==> src/rtl/overlay_pkg.sv <==
// Shared types and defaults for the overlay marker-position path.
package overlay_pkg;

  localparam int XW        = 11;
  localparam int YW        = 10;
  localparam int X_MAX_DEF = 1280;
  localparam int Y_MAX_DEF = 720;

  typedef enum logic {
    HIDDEN = 1'b0,
    SHOWN  = 1'b1
  } ovl_state_e;

  typedef struct packed {
    logic [XW-1:0] x;
    logic [YW-1:0] y;
    logic          src;
  } coord_t;

endpackage

==> src/rtl/rr_arb2.sv <==
// Two-way round-robin arbiter; the pointer only moves when both sides request.
module rr_arb2 (
  input  logic       clk,
  input  logic       rst,
  input  logic [1:0] valid,
  output logic [1:0] grant
);

  logic ptr_q;

  always_comb begin
    grant = valid;
    if (valid == 2'b11) grant = ptr_q ? 2'b10 : 2'b01;
  end

  always_ff @(posedge clk) begin
    if (rst)                  ptr_q <= 1'b0;
    else if (valid == 2'b11)  ptr_q <= ~ptr_q;
  end

endmodule

==> src/rtl/overlay_pos_ctrl.sv <==
// Arbitrates A/B marker coordinates and commits them at vsync rising edges.
// Optional overwrite statistics are built when OVERLAY_POS_STATS_EN is defined.
module overlay_pos_ctrl
  import overlay_pkg::*;
#(
  parameter int X_MAX          = X_MAX_DEF,
  parameter int Y_MAX          = Y_MAX_DEF,
  parameter int TIMEOUT_FRAMES = 30
) (
  input  logic          clk,
  input  logic          rst,
  input  logic          vsync_in,
  input  logic          a_valid,
  input  logic [XW-1:0] a_x,
  input  logic [YW-1:0] a_y,
  output logic          a_ready,
  input  logic          b_valid,
  input  logic [XW-1:0] b_x,
  input  logic [YW-1:0] b_y,
  output logic          b_ready,
  output logic [31:0]   x_out,
  output logic [31:0]   y_out,
  output logic          marker_en,
  output logic          src_b,
  output logic [15:0]   drop_cnt
);

  localparam logic [XW-1:0] X_LIM = XW'(X_MAX - 1);
  localparam logic [YW-1:0] Y_LIM = YW'(Y_MAX - 1);

  // Handshake: ready is combinational from valid and the arbiter pointer;
  // a transfer happens on any clock where valid && ready, and the requester
  // must hold its data stable while valid is high and ready is low.
  logic [1:0] grant;
  logic       accept;

  rr_arb2 u_arb (
    .clk   (clk),
    .rst   (rst),
    .valid ({b_valid, a_valid}),
    .grant (grant)
  );

  assign a_ready = grant[0];
  assign b_ready = grant[1];
  assign accept  = |grant;

  coord_t        acc_c;
  logic [XW-1:0] sel_x;
  logic [YW-1:0] sel_y;

  always_comb begin
    sel_x     = grant[1] ? b_x : a_x;
    sel_y     = grant[1] ? b_y : a_y;
    acc_c     = '0;
    acc_c.x   = (sel_x > X_LIM) ? X_LIM : sel_x;
    acc_c.y   = (sel_y > Y_LIM) ? Y_LIM : sel_y;
    acc_c.src = grant[1];
  end

  ovl_state_e    state_q, state_d;
  logic [7:0]    miss_q, miss_d;
  logic [8:0]    miss_inc;
  coord_t        pend_q;
  logic          pend_v_q;
  logic          vs_d;
  logic          vs_rise;
  logic          commit;
  logic [XW-1:0] x_q;
  logic [YW-1:0] y_q;
  logic          src_q;

  assign vs_rise  = vsync_in & ~vs_d;
  assign miss_inc = {1'b0, miss_q} + 9'd1;

  always_comb begin
    state_d = state_q;
    miss_d  = miss_q;
    commit  = 1'b0;
    if (vs_rise) begin
      case (state_q)
        HIDDEN: begin
          if (pend_v_q) begin
            commit  = 1'b1;
            state_d = SHOWN;
            miss_d  = '0;
          end
        end
        SHOWN: begin
          if (pend_v_q) begin
            commit = 1'b1;
            miss_d = '0;
          end else if (miss_inc == 9'(TIMEOUT_FRAMES)) begin
            state_d = HIDDEN;
            miss_d  = '0;
          end else begin
            miss_d = miss_inc[7:0];
          end
        end
        default: state_d = HIDDEN;
      endcase
    end
  end

  always_ff @(posedge clk) begin
    if (rst) begin
      state_q  <= HIDDEN;
      miss_q   <= '0;
      pend_q   <= '0;
      pend_v_q <= 1'b0;
      vs_d     <= 1'b0;
      x_q      <= '0;
      y_q      <= '0;
      src_q    <= 1'b0;
    end else begin
      vs_d    <= vsync_in;
      state_q <= state_d;
      miss_q  <= miss_d;
      if (commit) begin
        x_q   <= pend_q.x;
        y_q   <= pend_q.y;
        src_q <= pend_q.src;
      end
      // A same-cycle accept wins over the clear: the commit used the old data.
      if (accept) begin
        pend_q   <= acc_c;
        pend_v_q <= 1'b1;
      end else if (commit) begin
        pend_v_q <= 1'b0;
      end
    end
  end

  assign x_out     = {{(32-XW){1'b0}}, x_q};
  assign y_out     = {{(32-YW){1'b0}}, y_q};
  assign marker_en = (state_q == SHOWN);
  assign src_b     = src_q;

`ifdef OVERLAY_POS_STATS_EN
  logic [15:0] drop_q;

  always_ff @(posedge clk) begin
    if (rst)
      drop_q <= '0;
    else if (accept && pend_v_q && !commit && (drop_q != 16'hFFFF))
      drop_q <= drop_q + 16'd1;
  end

  assign drop_cnt = drop_q;
`else
  assign drop_cnt = '0;
`endif

endmodule

==> config.mk <==
export PLATFORM = sky130hd
export DESIGN_NAME = overlay_pos_ctrl
export DESIGN_NICKNAME = d
export VERILOG_FILES = /design/src/rtl/overlay_pkg.sv /design/src/rtl/rr_arb2.sv /design/src/rtl/overlay_pos_ctrl.sv
export SDC_FILE = /design/constraint.sdc
export NUM_CORES = 1
export LEC_CHECK = 0
export BUFFER_PORTS_ARGS = -buffer_cell sky130_fd_sc_hd__buf_2
export CAP_MARGIN = 20
export CORE_ASPECT_RATIO = 0.8
export CORE_MARGIN = 1.5
export CORE_UTILIZATION = 48
export CTS_CLUSTER_SIZE = 14
export DETAILED_ROUTE_END_ITERATION = 10
export PLACE_DENSITY = 0.81
export SYNTH_ARGS = -nofsm -noshare
export SYNTH_HDL_FRONTEND = slang
export SYNTH_HIERARCHICAL = 1
export SYNTH_SLANG_ARGS = --single-unit
==> constraint.sdc <==
create_clock -name clk -period 2.5 [get_ports clk]
set_input_delay 0.125 -clock clk [delete_from_list [all_inputs] [get_ports clk]]
set_output_delay 0.125 -clock clk [all_outputs]
set_load 0.02 [all_outputs]
# Yosys cells after proc, flatten, opt, wreduce, memory -nomap -nowiden
# Cells that the tools add are included.
dict set report word_totals {
  output_inout_bits 84
  reg_bits 56
  input_bits 47
  wordCells 41
}
dict set report classes {
  n_eq_ne 3
  n_reduce_logical 3
  muxes 17
  magnitude_cmp 2
  n_bitwise 4
  addsub 1
}
# operator count
set op_table {}
lappend op_table {{two-way mux 8 bit} 3}
lappend op_table {{two-way mux 11 bit} 2}
lappend op_table {{two-way mux 10 bit} 2}
lappend op_table {{case mux 8 bit (2 select lines)} 1}
lappend op_table {{> comparator 11 bit, second input constant} 1}
lappend op_table {{> comparator 10 bit, second input constant} 1}
lappend op_table {{adder 8 x 1 -> 9 bit, second input constant} 1}
lappend op_table {{equality test 9 x 5 -> 1 bit, second input constant} 1}
lappend op_table {{two-way mux 1 bit} 6}
lappend op_table {{two-way mux 2 bit} 2}
lappend op_table {{inverter 1 bit} 3}
lappend op_table {{equality test 2 bit, second input constant} 1}
lappend op_table {{!= test 2 bit, second input constant} 1}
lappend op_table {{case mux 1 bit (2 select lines)} 1}
lappend op_table {{AND reduction 2 bit} 1}
lappend op_table {{nonzero test 2 bit} 1}
lappend op_table {{OR reduction 2 bit} 1}
lappend op_table {{bitwise AND 1 bit} 1}

# Depth between registers and ports, before layout
dict set report logic_depth {
  depth_word 5
  ltp_mapped 8
  ltp_nobuf 7
}

# Modules after synthesis
# Netlist, hierarchy kept.
# mod cells_per_inst seq_area_each_um2 area_per_inst_um2 n_inst
set modules_own_cells {}
lappend modules_own_cells {overlay_pos_ctrl 349 1101.1 2909.0 1}
lappend modules_own_cells {rr_arb2 7 20.0 65.1 1}

# Worst setup path after synthesis
# No wires, ideal clock.
dict set report synth_path {
  path_type {register -> register}
  start {register u_arb.ptr_q}
  end {register pend_q[11] (netlist name)}
  path_buffers 2
  setup_time_ps 141
  required_time_ps 2359
  path_slack_ps 200
  synth_period_minus_slack_ps 2300
  arrival_time_ps 2159
  path_stages_with_launch 9
  path_cell_list {dfxtp_1 > inv_1 > a21boi_0 > buf_2 > buf_2 > mux2i_1 > a21oi_1 > nor2_1 > a211oi_1}
}
dict set report synth_between {
  elab_chain_len 5
  elab_cells_between_ends 6
  classes_between {order compare (1); mux (4); reduce/logical (1)}
}
# element line_no
set synth_rtl {}
lappend synth_rtl {{start, declared} rr_arb2.sv:9} ;# logic ptr_q;
lappend synth_rtl {{start signal, assigned} rr_arb2.sv:18} ;# else if (valid == 2'b11) ptr_q <= ~ptr_q;
lappend synth_rtl {{two-way mux 2 bit * (2 in a row)} rr_arb2.sv:13} ;# if (valid == 2'b11) grant = ptr_q ? 2'b10 : 2'b01;
lappend synth_rtl {{via b_ready} overlay_pos_ctrl.sv:20} ;# output logic b_ready,
lappend synth_rtl {{two-way mux 11 bit} overlay_pos_ctrl.sv:53} ;# sel_x = grant[1] ? b_x : a_x;
lappend synth_rtl {{> comparator 11 bit} overlay_pos_ctrl.sv:56} ;# acc_c.x = (sel_x > X_LIM) ? X_LIM : sel_x;
lappend synth_rtl {{two-way mux 11 bit} overlay_pos_ctrl.sv:56}
lappend synth_rtl {{end signal, assigned} overlay_pos_ctrl.sv:109} ;# pend_q <= '0;
lappend synth_rtl {{end signal, assigned} overlay_pos_ctrl.sv:126} ;# pend_q <= acc_c;
lappend synth_rtl {{end, declared} overlay_pos_ctrl.sv:64} ;# coord_t pend_q;
# The timed path passes the listed nets; every way through them passes the cells marked *.
# A chain may end at the register's enable or synchronous reset.

# Final worst setup path
dict set report layout_path {
  start {register u_arb.ptr_q}
  end {register pend_q[17] (netlist name)}
}
dict set report layout_between {
  elab_chain_len 5
  elab_cells_between_ends 6
  classes_between {order compare (1); mux (4); reduce/logical (1)}
}
# element line_no
set layout_rtl {}
lappend layout_rtl {{two-way mux 2 bit * (2 in a row)} rr_arb2.sv:13}
lappend layout_rtl {{two-way mux 11 bit} overlay_pos_ctrl.sv:53}
lappend layout_rtl {{> comparator 11 bit} overlay_pos_ctrl.sv:56}
lappend layout_rtl {{two-way mux 11 bit} overlay_pos_ctrl.sv:56}
# Every way passes the cells marked *; elsewhere a longest branch is shown, timed or not.

==> impl_metrics.toml <==
[grt]
met1_usage_pct = 21.30
grt.overflow.total = 0
met3_usage_pct = 3.623
grt_usage_pct = 17.02
antenna_found_initial = 0
grt_max_degree = 53
grt.met2_usage_pct = 29.19
top_usage_layer = "met2"
grt_pass1_wl_um = 9211
grt_pass1_vias = 2115

[synthesis]
synth_top_cell_area_share_pct = 37.69
avgSynthCellArea_um2 = 8.354
yosys_warnings = 6
ys_ff_latch = 56
synth_common_cells = "61 x buf_4, 56 x dfxtp_1, 53 x nand2_1, 37 x nor2_1, 31 x a21oi_1"
ys_types = 47
syn_area_um2 = 2974
seq_area_frac_synth_pct = 37.69
ys_async_sr_fraction_pct = 0
syn_inst = 356
ys.flop_type = "dfxtp_1"
synth_area_leaders = "dfxtp_1 38%, buf_4 15%, nand2_1 6.7%"
synth_edf_count = 0
synth_most_common_cell = "buf_4"
yosys.area.top_type = "dfxtp_1"

[sta]
setup_viol = 0
min_period_ns = 2.208
setup_tns_ns = 0
max_freq_mhz = 452.9
finClkSkew_ns = 0.01291
slew_headroom_pct = 49.64
hold_ws_ns = 0.04510
hold_viol = 0
period_share_pct = 88.32
finalMaxSlewViolations = 0
worst-slew-pin-transition_ns = 0.7535
rsz0062_at_grt = "false"

[cts]
cts_tree = "built"
cts_resized = 0
holdBufCountCts = 0
clockRootBuffer = "clkbuf_8"
cts.sinks = 56
clkLatencyLatePin_ns = 0.31
clockBufferDepth = 2
numCtsBuffers = 5
post_cts_buffers = 0
htree_levels = 2
clkTransAtPathRegs_ns = 0.10

[power_and_ir_drop]
leakagePower_nw = 1.448
power_density_nw_per_um2 = 552.6
intPower_mw = 1.244
peakVddDrop_uv = 265.9
sw_frac_of_total_pct = 30.66
pwr-share-clk_pct = 27.8
p_comb_share_pct = 18.3
power.net_switching_mw = 0.5502
seq_power_share_pct = 54.0

[layout]
fillCellCount = 569
final_util_pct = 54.63
multi_input_area_um2 = 1519
area_growth_pct = 9.171
drive_above_1_share_pct = 24.11
fin_nets = 467
fin_cells = 500
layout.area.seq_um2 = 1121
n_antenna_cell = 0

[die]
die_x_um = 91.01
pin_count = 131
rows = 25
dieArea_um2 = 6680
core_area_um2 = 5943
die_y_um = 73.41
start_util_pct = 50.04

[worst_setup_path]
path_class = "reg2reg"
rr_endpoint = "pend_q[17]"
rr_worst_depth = 7
critPathRequiredTime_ns = 2.67
worstSetupEndpointType = "flip-flop"
startpoint_type = "flip-flop"
path_cells = "inv_1 -> a21boi_4 -> buf_4 -> mux2i_1 -> a21oi_1 -> nor2_1 -> a211oi_1"
cpMaxStageDelayCell = "nor2_1"
r2r_slack_ns = 0.29
max_stage_delay_ns = 0.44
crit-reg2reg-launch = "u_arb/ptr_q"
crit_arrival_ns = 2.38
cp_max_fo = 13

[drt]
wl_per_cell_um = 11.57
firstDrtPassIters = 4
vias = 2402
wirelength_um = 5785
drt_iter0_drc = 68
detail-route-antenna-nets = 0
vias_per_cell = 4.804
remaining_drc_errors = 0

[min_path]
hold_path_class = "in2reg"
hold_depth = 2
min_from = "vsync_in"
min_to = "vs_d"

[run]
max_cap_violations = 0

[placement]
globalplace.congestion = 0.8426
dpl.hpwl_um = 4335
portBuffers = 71
placed_cells_incl_taps = 492

[status]
status = "complete, no violations"
[cell type report]
class / instances / area share (%)
clock buffer: 5 / 2.119
clock inverter: 3 / 0.6551
inverter: 6 / 0.6936
multi-input combinational: 273 / 46.78
sequential: 56 / 34.53
tap: 81 / 3.121
timing repair buffer: 76 / 12.10
[how the worst max path moves through the flow]
stage,from,endpoint,slack [ns],cells past startpoint
4_1_cts,u_arb/ptr_q,pend_q[18],0.31,7
3_3_place_gp,u_arb/ptr_q,pend_q[18],0.46,7
6_report,u_arb/ptr_q,pend_q[17],0.29,7
5_1_grt,u_arb/ptr_q,pend_q[18],0.13,7
2_1_floorplan,u_arb/ptr_q,pend_q[11],0.20,8
3_5_place_dp,u_arb/ptr_q,pend_q[18],0.32,7
[cell families after synthesis]
group	after synthesis	synth area share, %
buf+inv	85	18.93
mux	23	7.951
simple gates	118	18.38
flops	56	37.69
other cells	1	0.1261
fa+ha+maj	2	0.8413
compound gates	71	16.07
[layout by cell type, fill, tap and decap left out, drive strengths merged, types with 2 or more instances in the layout]
cell	n
nand2b	3
o211ai	2
dfxtp	56
nand3	4
mux2i	18
nand4	2
buf	76
nor2	37
conb	59
a21o	3
nand2	53
inv	7
a21boi	3
a211oi	17
nor3	4
a21oi	32
clkbuf	5
o21ai	4
nand3b	3
nor2b	2
mux2	5
a22oi	3
ha	2
[critical path: cells and delay by family, from the launching register on]
kind                   cells  cell delay [ns]
muxes                      1             0.26
DFF                        1             0.38
AOI/OAI and AO/OA          3             0.64
and+or+nand+nor            1             0.44
buffers and inverters      2             0.36
[power groups by stage]
stage          registers [mW]  logic [mW]  clock network (mW)
3_3_place_gp            0.987       0.320                   0
6_report                0.968       0.328               0.498
2_1_floorplan           0.994       0.302                   0
4_1_cts                 0.968       0.327               0.511
3_5_place_dp            0.988       0.326                   0
5_1_grt                 0.976       0.362               0.546
[metrics by stage]
| step | worst slack [ns] | area, um^2 | total power, mW |
|---|---|---|---|
| 2_1_floorplan | 0.1997 | 3192 | 1.296 |
| 3_3_place_gp | 0.4649 | 3157 | 1.307 |
| 3_5_place_dp | 0.3247 | 3157 | 1.314 |
| 4_1_cts | 0.3054 | 3247 | 1.806 |
| 5_1_grt | 0.1283 | 3247 | 1.883 |
| 6_report | 0.2919 | 3247 | 1.794 |
[state kept, by name (all words and copies together) (netlist names)]
register,cells
pend_q,22
x_q,11
y_q,10
miss_q,8
marker_en,1
pend_v_q,1
src_b,1
u_arb/ptr_q,1
vs_d,1
[metal layers]
layer / up-vias / share of wire (%)
li1: 1213 / -
met1: 1080 / 44
met2: 103 / 47
met3: 6 / 7.9
met4: 0 / 1.1
met5: - / 0
Note: power is estimated with default switching activity, not from simulation.
